===== src/rtl/demux16_route_if.sv =====
// demux16_route_if: bundles the source handshake and the three destination
// channel handshakes of the demux16_route routing demultiplexer.
// master = the surrounding datapath (drives source, consumes channels);
// slave  = the demultiplexer itself.
interface demux16_route_if #(
  parameter int WIDTH = 16
);
  logic [WIDTH-1:0] in_data;
  logic [1:0]       in_sel;
  logic             in_valid;
  logic             in_ready;

  logic [WIDTH-1:0] out_a_data;
  logic             out_a_valid;
  logic             out_a_ready;
  logic [WIDTH-1:0] out_b_data;
  logic             out_b_valid;
  logic             out_b_ready;
  logic [WIDTH-1:0] out_c_data;
  logic             out_c_valid;
  logic             out_c_ready;

  modport master (
    output in_data, in_sel, in_valid, out_a_ready, out_b_ready, out_c_ready,
    input  in_ready, out_a_data, out_a_valid, out_b_data, out_b_valid,
           out_c_data, out_c_valid
  );

  modport slave (
    input  in_data, in_sel, in_valid, out_a_ready, out_b_ready, out_c_ready,
    output in_ready, out_a_data, out_a_valid, out_b_data, out_b_valid,
           out_c_data, out_c_valid
  );
endinterface


===== src/rtl/demux16_route.sv =====
// demux16_route: routes one source word to channel A, B or C (sel 00/01/1x).
// Each channel is a one-entry registered buffer with valid/ready, so each
// destination can stall on its own while the others keep flowing.
// Optional macro DEMUX16_ROUTE_COUNT_EN adds per-channel accept counters
// (cnt_clr, cnt_a, cnt_b, cnt_c).
module demux16_route #(
  parameter int WIDTH = 16,
  parameter int CNT_W = 8
) (
  input  logic             clk,
  input  logic             rst_f,
  demux16_route_if.slave   bus
`ifdef DEMUX16_ROUTE_COUNT_EN
  ,
  input  logic             cnt_clr,
  output logic [CNT_W-1:0] cnt_a,
  output logic [CNT_W-1:0] cnt_b,
  output logic [CNT_W-1:0] cnt_c
`endif
);

  typedef enum logic {
    EMPTY = 1'b0,
    FULL  = 1'b1
  } chan_state_t;

  logic [2:0]       sel_onehot;
  logic [2:0]       ready_vec;
  logic [2:0]       full_vec;
  logic [2:0]       fill_vec;
  logic             accept;
  logic [WIDTH-1:0] data_vec [3];

  // Decode the select into a one-hot target; 10 and 11 both go to C.
  always_comb begin
    sel_onehot = 3'b000;
    case (bus.in_sel)
      2'b00:   sel_onehot = 3'b001;
      2'b01:   sel_onehot = 3'b010;
      default: sel_onehot = 3'b100;
    endcase
  end

  assign ready_vec = {bus.out_c_ready, bus.out_b_ready, bus.out_a_ready};

  // The target can take a word if it is empty or is being drained this cycle.
  assign bus.in_ready = |(sel_onehot & (~full_vec | ready_vec));
  assign accept       = bus.in_valid & bus.in_ready;
  assign fill_vec     = sel_onehot & {3{accept}};

  generate
    for (genvar gi = 0; gi < 3; gi++) begin : g_chan
      chan_state_t      state_reg;
      chan_state_t      state_next;
      logic [WIDTH-1:0] data_reg;
      logic [WIDTH-1:0] data_next;

      // Next state: a fill wins over a drain, so fill+drain stays FULL.
      always_comb begin
        state_next = state_reg;
        data_next  = data_reg;
        if (fill_vec[gi]) begin
          state_next = FULL;
          data_next  = bus.in_data;
        end else if (state_reg == FULL && ready_vec[gi]) begin
          state_next = EMPTY;
        end
      end

      // Channel buffer register; reset discards any buffered word.
      always_ff @(posedge clk or negedge rst_f) begin
        if (!rst_f) begin
          state_reg <= EMPTY;
          data_reg  <= '0;
        end else begin
          state_reg <= state_next;
          data_reg  <= data_next;
        end
      end

      assign full_vec[gi] = (state_reg == FULL);
      assign data_vec[gi] = data_reg;

`ifdef DEMUX16_ROUTE_COUNT_EN
      logic [CNT_W-1:0] cnt_reg;

      // Count accepts into this channel; clear has priority, wraps naturally.
      always_ff @(posedge clk or negedge rst_f) begin
        if (!rst_f) begin
          cnt_reg <= '0;
        end else if (cnt_clr) begin
          cnt_reg <= '0;
        end else if (fill_vec[gi]) begin
          cnt_reg <= cnt_reg + 1'b1;
        end
      end
`endif
    end
  endgenerate

  assign bus.out_a_data  = data_vec[0];
  assign bus.out_b_data  = data_vec[1];
  assign bus.out_c_data  = data_vec[2];
  assign bus.out_a_valid = full_vec[0];
  assign bus.out_b_valid = full_vec[1];
  assign bus.out_c_valid = full_vec[2];

`ifdef DEMUX16_ROUTE_COUNT_EN
  assign cnt_a = g_chan[0].cnt_reg;
  assign cnt_b = g_chan[1].cnt_reg;
  assign cnt_c = g_chan[2].cnt_reg;
`endif

endmodule


===== src/flat_wrapper.sv =====
// flat-port wrapper written by rule: the top's interface ports become plain ports
module demux16_route_flat 
#(
  parameter int WIDTH = 16,
  parameter int CNT_W = 8
)
  (clk, rst_f, bus_in_data, bus_in_sel, bus_in_valid, bus_out_a_ready, bus_out_b_ready, bus_out_c_ready, bus_in_ready, bus_out_a_data, bus_out_a_valid, bus_out_b_data, bus_out_b_valid, bus_out_c_data, bus_out_c_valid);
  demux16_route_if #(.WIDTH(WIDTH)) bus_i ();
  input  logic clk;
  input  logic rst_f;
  input wire logic [$bits(bus_i.in_data)-1:0] bus_in_data;
  input wire logic [$bits(bus_i.in_sel)-1:0] bus_in_sel;
  input wire logic [$bits(bus_i.in_valid)-1:0] bus_in_valid;
  input wire logic [$bits(bus_i.out_a_ready)-1:0] bus_out_a_ready;
  input wire logic [$bits(bus_i.out_b_ready)-1:0] bus_out_b_ready;
  input wire logic [$bits(bus_i.out_c_ready)-1:0] bus_out_c_ready;
  output wire logic [$bits(bus_i.in_ready)-1:0] bus_in_ready;
  output wire logic [$bits(bus_i.out_a_data)-1:0] bus_out_a_data;
  output wire logic [$bits(bus_i.out_a_valid)-1:0] bus_out_a_valid;
  output wire logic [$bits(bus_i.out_b_data)-1:0] bus_out_b_data;
  output wire logic [$bits(bus_i.out_b_valid)-1:0] bus_out_b_valid;
  output wire logic [$bits(bus_i.out_c_data)-1:0] bus_out_c_data;
  output wire logic [$bits(bus_i.out_c_valid)-1:0] bus_out_c_valid;
  assign bus_i.in_data = bus_in_data;
  assign bus_i.in_sel = bus_in_sel;
  assign bus_i.in_valid = bus_in_valid;
  assign bus_i.out_a_ready = bus_out_a_ready;
  assign bus_i.out_b_ready = bus_out_b_ready;
  assign bus_i.out_c_ready = bus_out_c_ready;
  assign bus_in_ready = bus_i.in_ready;
  assign bus_out_a_data = bus_i.out_a_data;
  assign bus_out_a_valid = bus_i.out_a_valid;
  assign bus_out_b_data = bus_i.out_b_data;
  assign bus_out_b_valid = bus_i.out_b_valid;
  assign bus_out_c_data = bus_i.out_c_data;
  assign bus_out_c_valid = bus_i.out_c_valid;
  demux16_route #(.WIDTH(WIDTH), .CNT_W(CNT_W)) u_core (.clk(clk), .rst_f(rst_f), .bus(bus_i));
endmodule

===== config.mk =====
export PLATFORM = sky130hd
export DESIGN_NAME = demux16_route_flat
export DESIGN_NICKNAME = d
export VERILOG_FILES = /design/src/rtl/demux16_route_if.sv /design/src/rtl/demux16_route.sv /design/src/flat_wrapper.sv
export SDC_FILE = /design/constraint.sdc
export NUM_CORES = 1
export LEC_CHECK = 0
export CAP_MARGIN = 20
export CORE_MARGIN = 4
export CORE_UTILIZATION = 30
export CTS_CLUSTER_DIAMETER = 100
export DETAILED_ROUTE_END_ITERATION = 12
export SYNTH_ARGS = -nofsm -noshare
export SYNTH_HDL_FRONTEND = slang
export SYNTH_SLANG_ARGS = --single-unit

===== constraint.sdc =====
create_clock -name clk -period 2.78 [get_ports clk]
set_input_delay 0.556 -clock clk [delete_from_list [all_inputs] [get_ports clk]]
set_output_delay 0.556 -clock clk [all_outputs]
set_load 0.03 [all_outputs]

==> impl_metrics.py <==
metrics = {
    "logic_synthesis": {
        "synth_top_family_by_area": "multiplexers",
        "synth_compound_area_share_pct": 0.2505,
        "yosys-mux-area-fraction_pct": 29.43,
        "syn-mean-instance-area_um2": 16.79,
        "syn_inst": 119,
        "ys_seq_area_share_pct": 63.87,
        "yosysWarnings": 0,
        "synth-simple-area-share_pct": 3.945,
        "synth-seq-cells": 51,
        "synthXorXnorAreaFrac_pct": 0,
        "yosys-top-cells-area": "dfrtp_1 64%, mux2_2 21%, mux2_4 7.5%",
        "synth_top_area_share_pct": 63.87,
        "synth_fa_ha_area_share_pct": 0,
        "ys_types": 13,
        "yosys.area.top_type": "dfrtp_1",
        "synthesis.nets": 143,
        "synth_area_um2": 1998,
    },
    "global_route": {
        "gr-total-overflow": 0,
        "grt_pass1_wl_um": 6941,
        "antenna_found_initial": 0,
        "grt_max_degree": 52,
        "grt_pass1_vias": 1309,
        "grt.total_usage_pct": 11.61,
    },
    "sta": {
        "relSlewSlack_pct": 57.03,
        "fin_crit_ns": 2.659,
        "setup_violations": 0,
        "fmax_mhz": 376.1,
        "whs_ns": 0.3573,
        "clock_skew_ns": 0.005279,
        "hold_viol_final": 0,
        "timing.setup.tns_ns": 0,
        "tightest_slew_ns": 0.6445,
        "finalCritPeriodShare_pct": 95.64,
        "rsz0062_at_grt": "no",
        "slew_viol_final": 0,
    },
    "layout": {
        "drive_gt1_share_pct": 31.66,
        "fin_util_pct": 45.55,
        "diodes": 0,
        "syn_to_final_growth_pct": 46.40,
        "layout_common_cells": "74 x clkdlybuf4s50_1, 51 x dfrtp_1, 38 x mux2_2, 10 x mux2_4",
        "final_area_um2": 2925,
        "fill_cells": 597,
        "mostFrequentLayoutCell": "clkdlybuf4s50_1",
        "final_nets": 222,
    },
    "routing": {
        "dr.pass1.iters": 3,
        "vias_per_cell": 4.460,
        "dr.first_iter.drc_count": 22,
        "wl_per_cell_um": 15.65,
        "wirelength_um": 4320,
        "drc": 0,
        "vias": 1231,
        "postRouteAntennaNets": 0,
    },
    "floorplan": {
        "die_x_um": 89.61,
        "rows": 29,
        "initial_core_util_pct": 31.11,
        "dieArea_um2": 8030,
        "io_pins": 76,
        "core-area_um2": 6422,
        "die_h_um": 89.61,
    },
    "setup_path": {
        "cp-end-kind": "output port",
        "reg2regPathDepth": 3,
        "critPathKind": "input pin to output port",
        "critPathRequiredTime_ns": 2.22,
        "r2r-start": "u_core.bus.out_a_valid$_DFFE_PN0P_",
        "start_kind": "input pin",
        "critPathMaxFanout": 3,
        "regToRegSetupSlack_ns": 1.27,
        "critPathArrivalTime_ns": 2.10,
        "r2r-end": "u_core.bus.out_a_data[10]$_DFFE_PN0P_",
    },
    "cts": {
        "cts_buffers": 5,
        "cts.htree.levels": 2,
        "cts_resized": 0,
        "cts_setup_buffers": 0,
        "cts_tree": "done",
        "cts-root-buf": "clkbuf_8",
        "clkTransAtPathRegs_ns": 0.09,
        "cts_max_path_buffers": 2,
        "cts_hold_buf": 0,
        "cts_sinks": 51,
        "clock_latency_ns": 0.30,
    },
    "power": {
        "fin_total_pwr_uw": 2334,
        "powerDensity_nw_per_um2": 797.8,
        "ir_drop_uv": 222.9,
        "leakagePower_uw": 0.001241,
    },
    "placement": {
        "place_area_um2": 2808,
        "dp_hpwl_um": 3066,
        "portBuffers": 75,
        "gp_congestion": 0.6367,
    },
    "outcome": {
        "status": "completed",
    },
    "job": {
        "maxCapViolations": 0,
    },
    "hold_path": {
        "min_path_type": "input pin to asynchronous set/reset pin",
    },
}
==> layout make-up <==
cell class              instances  area (µm²)  area share, %
clock buffers                   6       82.58          2.823
clock inverters                 2       35.03          1.198
multi-input cells              63       674.4          23.05
flip-flops and latches         51        1276          43.63
well taps                      77       96.34          3.293
repair buffers                 77       760.7          26.01
==> worst max-delay path by stage <==
| stage | start | end | slack, ns | cells after the start |
|---|---|---|---|---|
| 2_1_floorplan | bus_out_a_ready | bus_in_ready | 0.78 | 3 |
| 3_3_place_gp | bus_out_a_ready | bus_in_ready | 0.15 | 5 |
| 3_5_place_dp | bus_out_a_ready | bus_in_ready | 0.09 | 5 |
| 4_1_cts | bus_out_a_ready | bus_in_ready | 0.10 | 5 |
| 5_1_grt | bus_out_a_ready | bus_in_ready | 0.05 | 5 |
| 6_report | bus_out_a_ready | bus_in_ready | 0.12 | 5 |
==> sequential cells by signal (all words and copies together) (netlist names) <==
| name | cells |
|---|---|
| u_core.bus.out_b_data | 16 |
| u_core.bus.out_b_valid | 1 |
| u_core.bus.out_a_data | 16 |
| u_core.bus.out_a_valid | 1 |
| u_core.bus.out_c_data | 16 |
| u_core.bus.out_c_valid | 1 |
==> routing by layer <==
layer	vias to the layer above	wire length, µm	track usage, %
li1	569	-	-
met1	628	1781	14.62
met2	28	2321	19.22
met3	6	143	2.281
met4	0	74	5.277
met5	-	0	0
==> synth_stat cells (all sizes together) <==
| cell | number |
|---|---|
| dfrtp | 51 |
| o21ai | 1 |
| nand2b | 3 |
| mux2 | 48 |
| nor2b | 2 |
| and3 | 1 |
| nand2 | 6 |
| buf | 5 |
| mux2i | 1 |
| nand3b | 1 |
==> stage by stage <==
| step | setup slack, ns | instances |
|---|---|---|
| final | 0.1211 | 276 |
| after global routing | 0.05015 | 276 |
| after CTS | 0.1026 | 276 |
| after detailed placement | 0.09263 | 268 |
| after global placement | 0.1539 | 268 |
| after floorplan | 0.7770 | 119 |
==> worst max-delay path: stages <==
cell	delay, ns
clkdlybuf4s50_1	0.44
nand2b_1	0.16
mux2i_1	0.09
o21ai_0	0.16
clkdlybuf4s50_1	0.71
==> where the power goes <==
group | switching (µW) | leakage (µW) | internal, µW
registers | 73.1 | 0.000605 | 885
logic | 444 | 0.000574 | 402
clock network | 238 | 0.0000612 | 291
total | 755 | 0.00124 | 1580
==> logic make-up (layout without fill, tap and decap cells) <==
group / Yosys count / after routing
AND/OR/NAND/NOR: 13 / 13
flip-flops: 51 / 51
multiplexers: 49 / 49
buffers and inverters: 5 / 85
AO/OA/AOI/OAI: 1 / 1
(Power assumes the default switching activity.)
